<file path="config.mk">
export PLATFORM = sky130hd
export DESIGN_NAME = gol_frame_writer
export DESIGN_NICKNAME = d
export VERILOG_FILES = /design/src/rtl/gol_frame_writer.sv
export SDC_FILE = /design/constraint.sdc
export NUM_CORES = 1
export LEC_CHECK = 0
export CAP_MARGIN = 20
export CORE_MARGIN = 3
export CORE_UTILIZATION = 45
export DETAILED_ROUTE_END_ITERATION = 6
export PLACE_DENSITY = 0.63
export SETUP_SLACK_MARGIN = 0.1
export SLEW_MARGIN = 20
export SYNTH_ARGS = -nofsm -noshare
export SYNTH_HDL_FRONTEND = slang
export SYNTH_SLANG_ARGS = --single-unit
</file>
<file path="constraint.sdc">
create_clock -name clk -period 6.9 [get_ports clk]
set_clock_uncertainty 0.2 [all_clocks]
set_input_delay 0.69 -clock clk [delete_from_list [all_inputs] [get_ports clk]]
set_output_delay 0.69 -clock clk [all_outputs]
set_load 0.1 [all_outputs]
</file>
<file path="src/rtl/gol_frame_writer.sv">
// Double-buffered Game of Life frame store: raster-order back-bank writes, bank swap on frame tick.
// Writes land at the accepting edge, reads take 1 cycle; in_ready stays low from a full back bank until the swap.
module gol_frame_writer #(
   parameter int WIDTH  = 8,
   parameter int HEIGHT = 8,
   parameter int DATA_W = 8,
   localparam int CELLS = WIDTH * HEIGHT,
   localparam int AW    = $clog2(CELLS)
) (
   input  logic              clk,
   input  logic              reset,
   input  logic              in_valid,
   input  logic [DATA_W-1:0] in_pixel,
   output logic              in_ready,
   input  logic              frame_tick,
   input  logic [AW-1:0]     rd_address,
   output logic [DATA_W-1:0] rd_data,
   output logic              front_valid,
   output logic              frame_done,
   output logic [7:0]        frame_count,
   output logic [AW-1:0]     wr_address
);

   typedef enum logic {ST_WRITE = 1'b0, ST_FULL = 1'b1} state_t;

   state_t              state_q, state_d;
   logic [AW-1:0]       wr_addr_q, wr_addr_d;
   logic                front_sel_q, front_sel_d;
   logic                front_valid_q, front_valid_d;
   logic                frame_done_q, frame_done_d;
   logic [7:0]          frame_count_q, frame_count_d;
   logic [DATA_W-1:0]   rd_data_q;

   // Bank select is the top address bit; the bank written is always the one not on display.
   logic [DATA_W-1:0]   mem_q [0:(2**(AW+1))-1];

   logic accept, last_cell, swap;

   assign accept    = in_valid && (state_q == ST_WRITE);
   assign last_cell = (wr_addr_q == AW'(CELLS - 1));
   assign swap      = frame_tick && (state_q == ST_FULL);

   always_ff @(posedge clk or posedge reset) begin
      if (reset) state_q <= ST_WRITE;
      else       state_q <= state_d;
   end

   always_comb begin
      state_d = state_q;
      case (state_q)
         ST_WRITE: if (accept && last_cell) state_d = ST_FULL;
         ST_FULL:  if (frame_tick)          state_d = ST_WRITE;
         default:                           state_d = ST_WRITE;
      endcase
   end

   always_comb begin
      in_ready = (state_q == ST_WRITE);
   end

   always_comb begin
      wr_addr_d = wr_addr_q;
      if (accept) wr_addr_d = last_cell ? '0 : wr_addr_q + AW'(1);
      if (swap)   wr_addr_d = '0;
      front_sel_d   = front_sel_q ^ swap;
      front_valid_d = front_valid_q | swap;
      frame_count_d = frame_count_q + 8'(swap);
      frame_done_d  = swap;
   end

   always_ff @(posedge clk or posedge reset) begin
      if (reset) begin
         wr_addr_q     <= '0;
         front_sel_q   <= 1'b0;
         front_valid_q <= 1'b0;
         frame_done_q  <= 1'b0;
         frame_count_q <= 8'd0;
         rd_data_q     <= '0;
      end else begin
         wr_addr_q     <= wr_addr_d;
         front_sel_q   <= front_sel_d;
         front_valid_q <= front_valid_d;
         frame_done_q  <= frame_done_d;
         frame_count_q <= frame_count_d;
         rd_data_q     <= mem_q[{front_sel_q, rd_address}];
      end
   end

   always_ff @(posedge clk) begin
      if (accept) mem_q[{~front_sel_q, wr_addr_q}] <= in_pixel;
   end

   assign rd_data     = rd_data_q;
   assign front_valid = front_valid_q;
   assign frame_done  = frame_done_q;
   assign frame_count = frame_count_q;
   assign wr_address  = wr_addr_q;

endmodule
</file>
[Yosys cells after proc, flatten, opt, wreduce, memory -nomap -nowiden]
Memories as Yosys holds them, arrays and structs flattened. A register that Yosys moved wholly into a read port is not among the register bits.
Index checks and enable logic that the tools add are counted.
Operators by class
  add/subtract/negate cells: 2
  equal/unequal tests: 1
  mux-type cells: 8
  bitwise gates (word level): 4
  reduce and logical (&&, ||, !) cells: 4
Operator list (count)
  6-bit two-way mux: 3
  8-bit by 1-bit adder with 8-bit output: 1
  6-bit by 1-bit adder with 6-bit output (second input constant): 1
  6-bit equality test (second input constant): 1
  1-bit two-way mux: 4
  1-bit logical AND: 3
  1-bit NOT: 2
  1-bit one-hot mux with 2 select lines: 1
  2-bit nonzero test: 1
  1-bit OR: 1
  1-bit XOR: 1
Storage, ports and cells
  flip-flop bits (word level): 18
  RAM bits: 1024
  output and inout port bits: 25
  logic and storage cells: 26
  memories kept: 1
Memories
  mem_q: words 128, bits a word 8, read ports 1, clocked after Yosys merged registers in 1, write ports 1, line 35  | logic [DATA_W-1:0] mem_q [0:(2**(AW+1))-1];

[Depth between registers and ports, before layout]
  word-level depth: 5
  depth in mapped cells: 7
  depth with buffers taken out: 6

[Worst setup path after synthesis]
OpenSTA, ideal clock, no wires.
  kind: input-to-reg
  from: in rd_address[0]
  to: reg rd_data_q[0], in the netlist rd_data[0] (read register of mem_q)
  arrival: 3.069 ns
  data required time: 6.575 ns
  slack: 3.507 ns
  stages on the path: 6
  path buffers: 2
  path through: clkbuf_1 -> clkbuf_1 -> mux4_2 -> mux4_2 -> mux4_2 -> mux2_2
RTL lines
  start: declaration: line 16  | input logic [AW-1:0] rd_address,
  end: declaration: line 32  | logic [DATA_W-1:0] rd_data_q;

[Final worst setup path]
  from: in in_valid
  to: mem mem_q[89][4], enable pin
On the way
  word-level cells in the longest chain between the ends: 3
RTL lines
  start: declaration: line 12  | input logic in_valid,
  1-bit logical AND: line 39  | assign accept = in_valid && (state_q == ST_WRITE);
  1-bit two-way mux: line 90  | if (accept) mem_q[{~front_sel_q, wr_addr_q}] <= in_pixel;
  1-bit two-way mux (implied by the code): line 90
  end: declaration: line 35
No other way between the ends.

==> impl_metrics.env <==
export IMPL_status="finished, final reports clean"
export IMPL_wl_met1_um=37700
export IMPL_startpoint="in_valid"
export IMPL_overflow=0
export IMPL_combinationalPowerShare_pct=8.7
export IMPL_grt_pass1_wl_um=133000
export IMPL_power_total_mw=13.9
export IMPL_nets=1804
export IMPL_yosysTopAreaCell="edfxtp_1"
export IMPL_cts_clk_slew_worst_paths_ps=60
export IMPL_period_minus_slack_ps=3700
export IMPL_slew_viol_final=0
export IMPL_cts_hold_buf=0
export IMPL_viasPerCell=6.00
export IMPL_place_hpwl_um=54300
export IMPL_hold_path_class="in2async"
export IMPL_cts_resized=0
export IMPL_grt_usage_pct=19.7
export IMPL_final_common_cell="edfxtp_1"
export IMPL_yosysSeqAreaShare_pct=77.7
export IMPL_grt_setup_unrepaired="no"
export IMPL_fin_setup_tns_ps=0
export IMPL_rows=109
export IMPL_slew_headroom_pct=25.8
export IMPL_routed_top_layer="met4"
export IMPL_antenna_found_initial=7
export IMPL_met3_length_um=6720
export IMPL_design_area_mm2=0.0454
export IMPL_r2r_start="state_q$_DFF_PP0_"
export IMPL_fillCellCount=6774
export IMPL_p_sw_mw=3.26
export IMPL_ys_types=31
export IMPL_synthCells=1702
export IMPL_hold_worst_slack_ps=233
export IMPL_grt_pass1_vias=18600
export IMPL_period_share_pct=53.6
export IMPL_via_count=18200
export IMPL_start_util_pct=45.5
export IMPL_synth_seq_cells=1050
export IMPL_finalHoldViolations=0
export IMPL_syn_nets=1723
export IMPL_end_kind="flop"
export IMPL_wl_met2_um=43600
export IMPL_pre_cts_ws_ps=2540
export IMPL_ios=43
export IMPL_p_leak_nw=13.9
export IMPL_final_cells=3031
export IMPL_worstPathArrival_ps=3750
export IMPL_slowest_stage="nor2_1"
export IMPL_rr_worst_depth=3
export IMPL_tightest_slew_ps=1110
export IMPL_syn_cell_area_mm2=0.0404
export IMPL_critPathMaxFanout=15
export IMPL_routed_wl_um=90400
export IMPL_power_density_mw_per_mm2=306
export IMPL_wl_per_cell_um=29.8
export IMPL_ant_nets=0
export IMPL_r2r_slack_ps=3350
export IMPL_route_detailed_drc=0
export IMPL_intPower_mw=10.6
export IMPL_ys_warn_count=0
export IMPL_drive_above_1_share_pct=28.5
export IMPL_setup_slack_ps=3200
export IMPL_drv_cap=0
export IMPL_cts_buffers=101
export IMPL_post_place_cells=2845
export IMPL_cts_tree="built"
export IMPL_cts_root_buffer="clkbuf_16"
export IMPL_pwr_share_seq_pct=51.8
export IMPL_die_area_mm2=0.0935
export IMPL_rr_endpoint="mem_q[89][4]$_DFFE_PP_"
export IMPL_p_sw_share_pct=23.4
export IMPL_fin_util_pct=51.2
export IMPL_synth_avg_cell_area_um2=23.8
export IMPL_criticalPathCategory="in2reg"
export IMPL_fmax_mhz=270
export IMPL_p_clk_share_pct=39.4
export IMPL_area_growth_pct=12.3
export IMPL_core_mm2=0.0888
export IMPL_place_congestion=0.807
export IMPL_chipWidth_um=306
export IMPL_cp_buffers_inverters=1
export IMPL_cp_cell_sequence="clkdlybuf4s50_1 > nor2b_1 > nand3_2 > nor2_1"
export IMPL_critPathRequiredTime_ps=6950
export IMPL_fp_dieH_um=306
export IMPL_grt_max_degree=102
export IMPL_cts_buffer_depth=3
export IMPL_clkSinkCount=1050
export IMPL_cpPeakStageDelay_ps=1010
export IMPL_place_area_mm2=0.0421
export IMPL_cts_htree_levels=3
export IMPL_critPathLaunchType="primary input"
export IMPL_setup_viol=0
export IMPL_ir_drop_mv=0.180
export IMPL_synth_top_area_share_pct=76.0
export IMPL_path_delay_family="simple AND/OR/NAND/NOR gates"
export IMPL_drt_iter0_drc=2073
export IMPL_cts_setup_buffers=0
export IMPL_mostFrequentLayoutCells="edfxtp_1, mux4_2, nor2_1"
export IMPL_clk_latency_ps=660
export IMPL_synth_area_top_cells="edfxtp_1, mux4_2, dfrtp_1, nor2_1, clkbuf_1"
export IMPL_first_pass_iters=7
export IMPL_io_buffers=42
layout make-up:
type / instances / area (um^2) / area share (%)
flip-flops and latches: 1050 / 31400 / 69.1
multi-input cells: 557 / 8640 / 19.0
inverters: 4 / 15.0 / 0.0331
repair buffers: 69 / 633 / 1.39
clock buffers: 123 / 2650 / 5.84
clock inverters: 62 / 626 / 1.38
diodes: 1 / 2.50 / 0.00551
well taps: 1165 / 1460 / 3.21
worst max-delay path by stage:
stage	slack, ps	cells past startpoint	to
CTS	3220	6	rd_data[7]$_DFF_PP0_
detailed placement	2540	6	rd_data[7]$_DFF_PP0_
floorplan	3510	6	rd_data[0]$_DFF_PP0_
global route	3140	6	rd_data[7]$_DFF_PP0_
finish	3200	4	mem_q[89][4]$_DFFE_PP_
global placement	2550	6	rd_data[7]$_DFF_PP0_
cell families after synthesis:
| group | after synthesis | share of synthesized area [%] |
|---|---|---|
| buffers and inverters | 95 | 1.02 |
| adders and majority gates | 3 | 0.0928 |
| muxes | 345 | 19.0 |
| xor gates and xnor gates | 7 | 0.152 |
| and+or+nand+nor | 190 | 1.93 |
| AOI/OAI and AO/OA | 12 | 0.183 |
| DFF | 1050 | 77.7 |
power groups by stage:
stage | registers, mW | logic [mW] | clock network [mW]
6_report | 7.21 | 1.22 | 5.48
5_1_grt | 7.22 | 1.27 | 5.85
4_1_cts | 7.21 | 1.23 | 5.59
3_5_place_dp | 7.34 | 1.23 | 0
3_3_place_gp | 7.34 | 1.22 | 0
2_1_floorplan | 7.56 | 0.505 | 0
worst register-to-register path: stages, from the launching register on:
cell and delay (ps):
dfrtp_1 420, nor2b_1 630, nand3_2 890, nor2_1 1010
synthesized netlist by cell type:
library cell and number:
a21o_1 1, a21oi_1 2, a22o_1 1, a31oi_1 2
and2_1 1, and3_1 2, buf_1 15, buf_2 19
buf_4 7, buf_6 1, clkbuf_1 49, dfrtp_1 26
edfxtp_1 1024, ha_1 3, inv_1 4, mux2_2 8
mux2i_1 1, mux4_2 336, nand2_1 22, nand2b_1 4
nand3_1 14, nand4_1 3, nor2_1 132, nor2b_1 7
nor3_1 3, o21a_1 1, o21ai_0 4, o21bai_1 1
or2_2 2, xnor2_1 5, xor2_1 2
state kept, by name, indices dropped and copies added, names as in the netlist:
| signal | flops |
|---|---|
| state_q | 1 |
| front_valid | 1 |
| frame_count | 8 |
| front_sel_q | 1 |
| wr_address | 6 |
| frame_done | 1 |
| rd_data | 8 |
| mem_q | 1024 |
per-layer routing:
layer	global-route usage, %	vias up
met3	3.57	138
met5	0	-
met2	30.8	714
met1	28.6	9917
met4	5.89	0
li1	-	7407
Note: power is estimated with default switching activity, not from simulation.
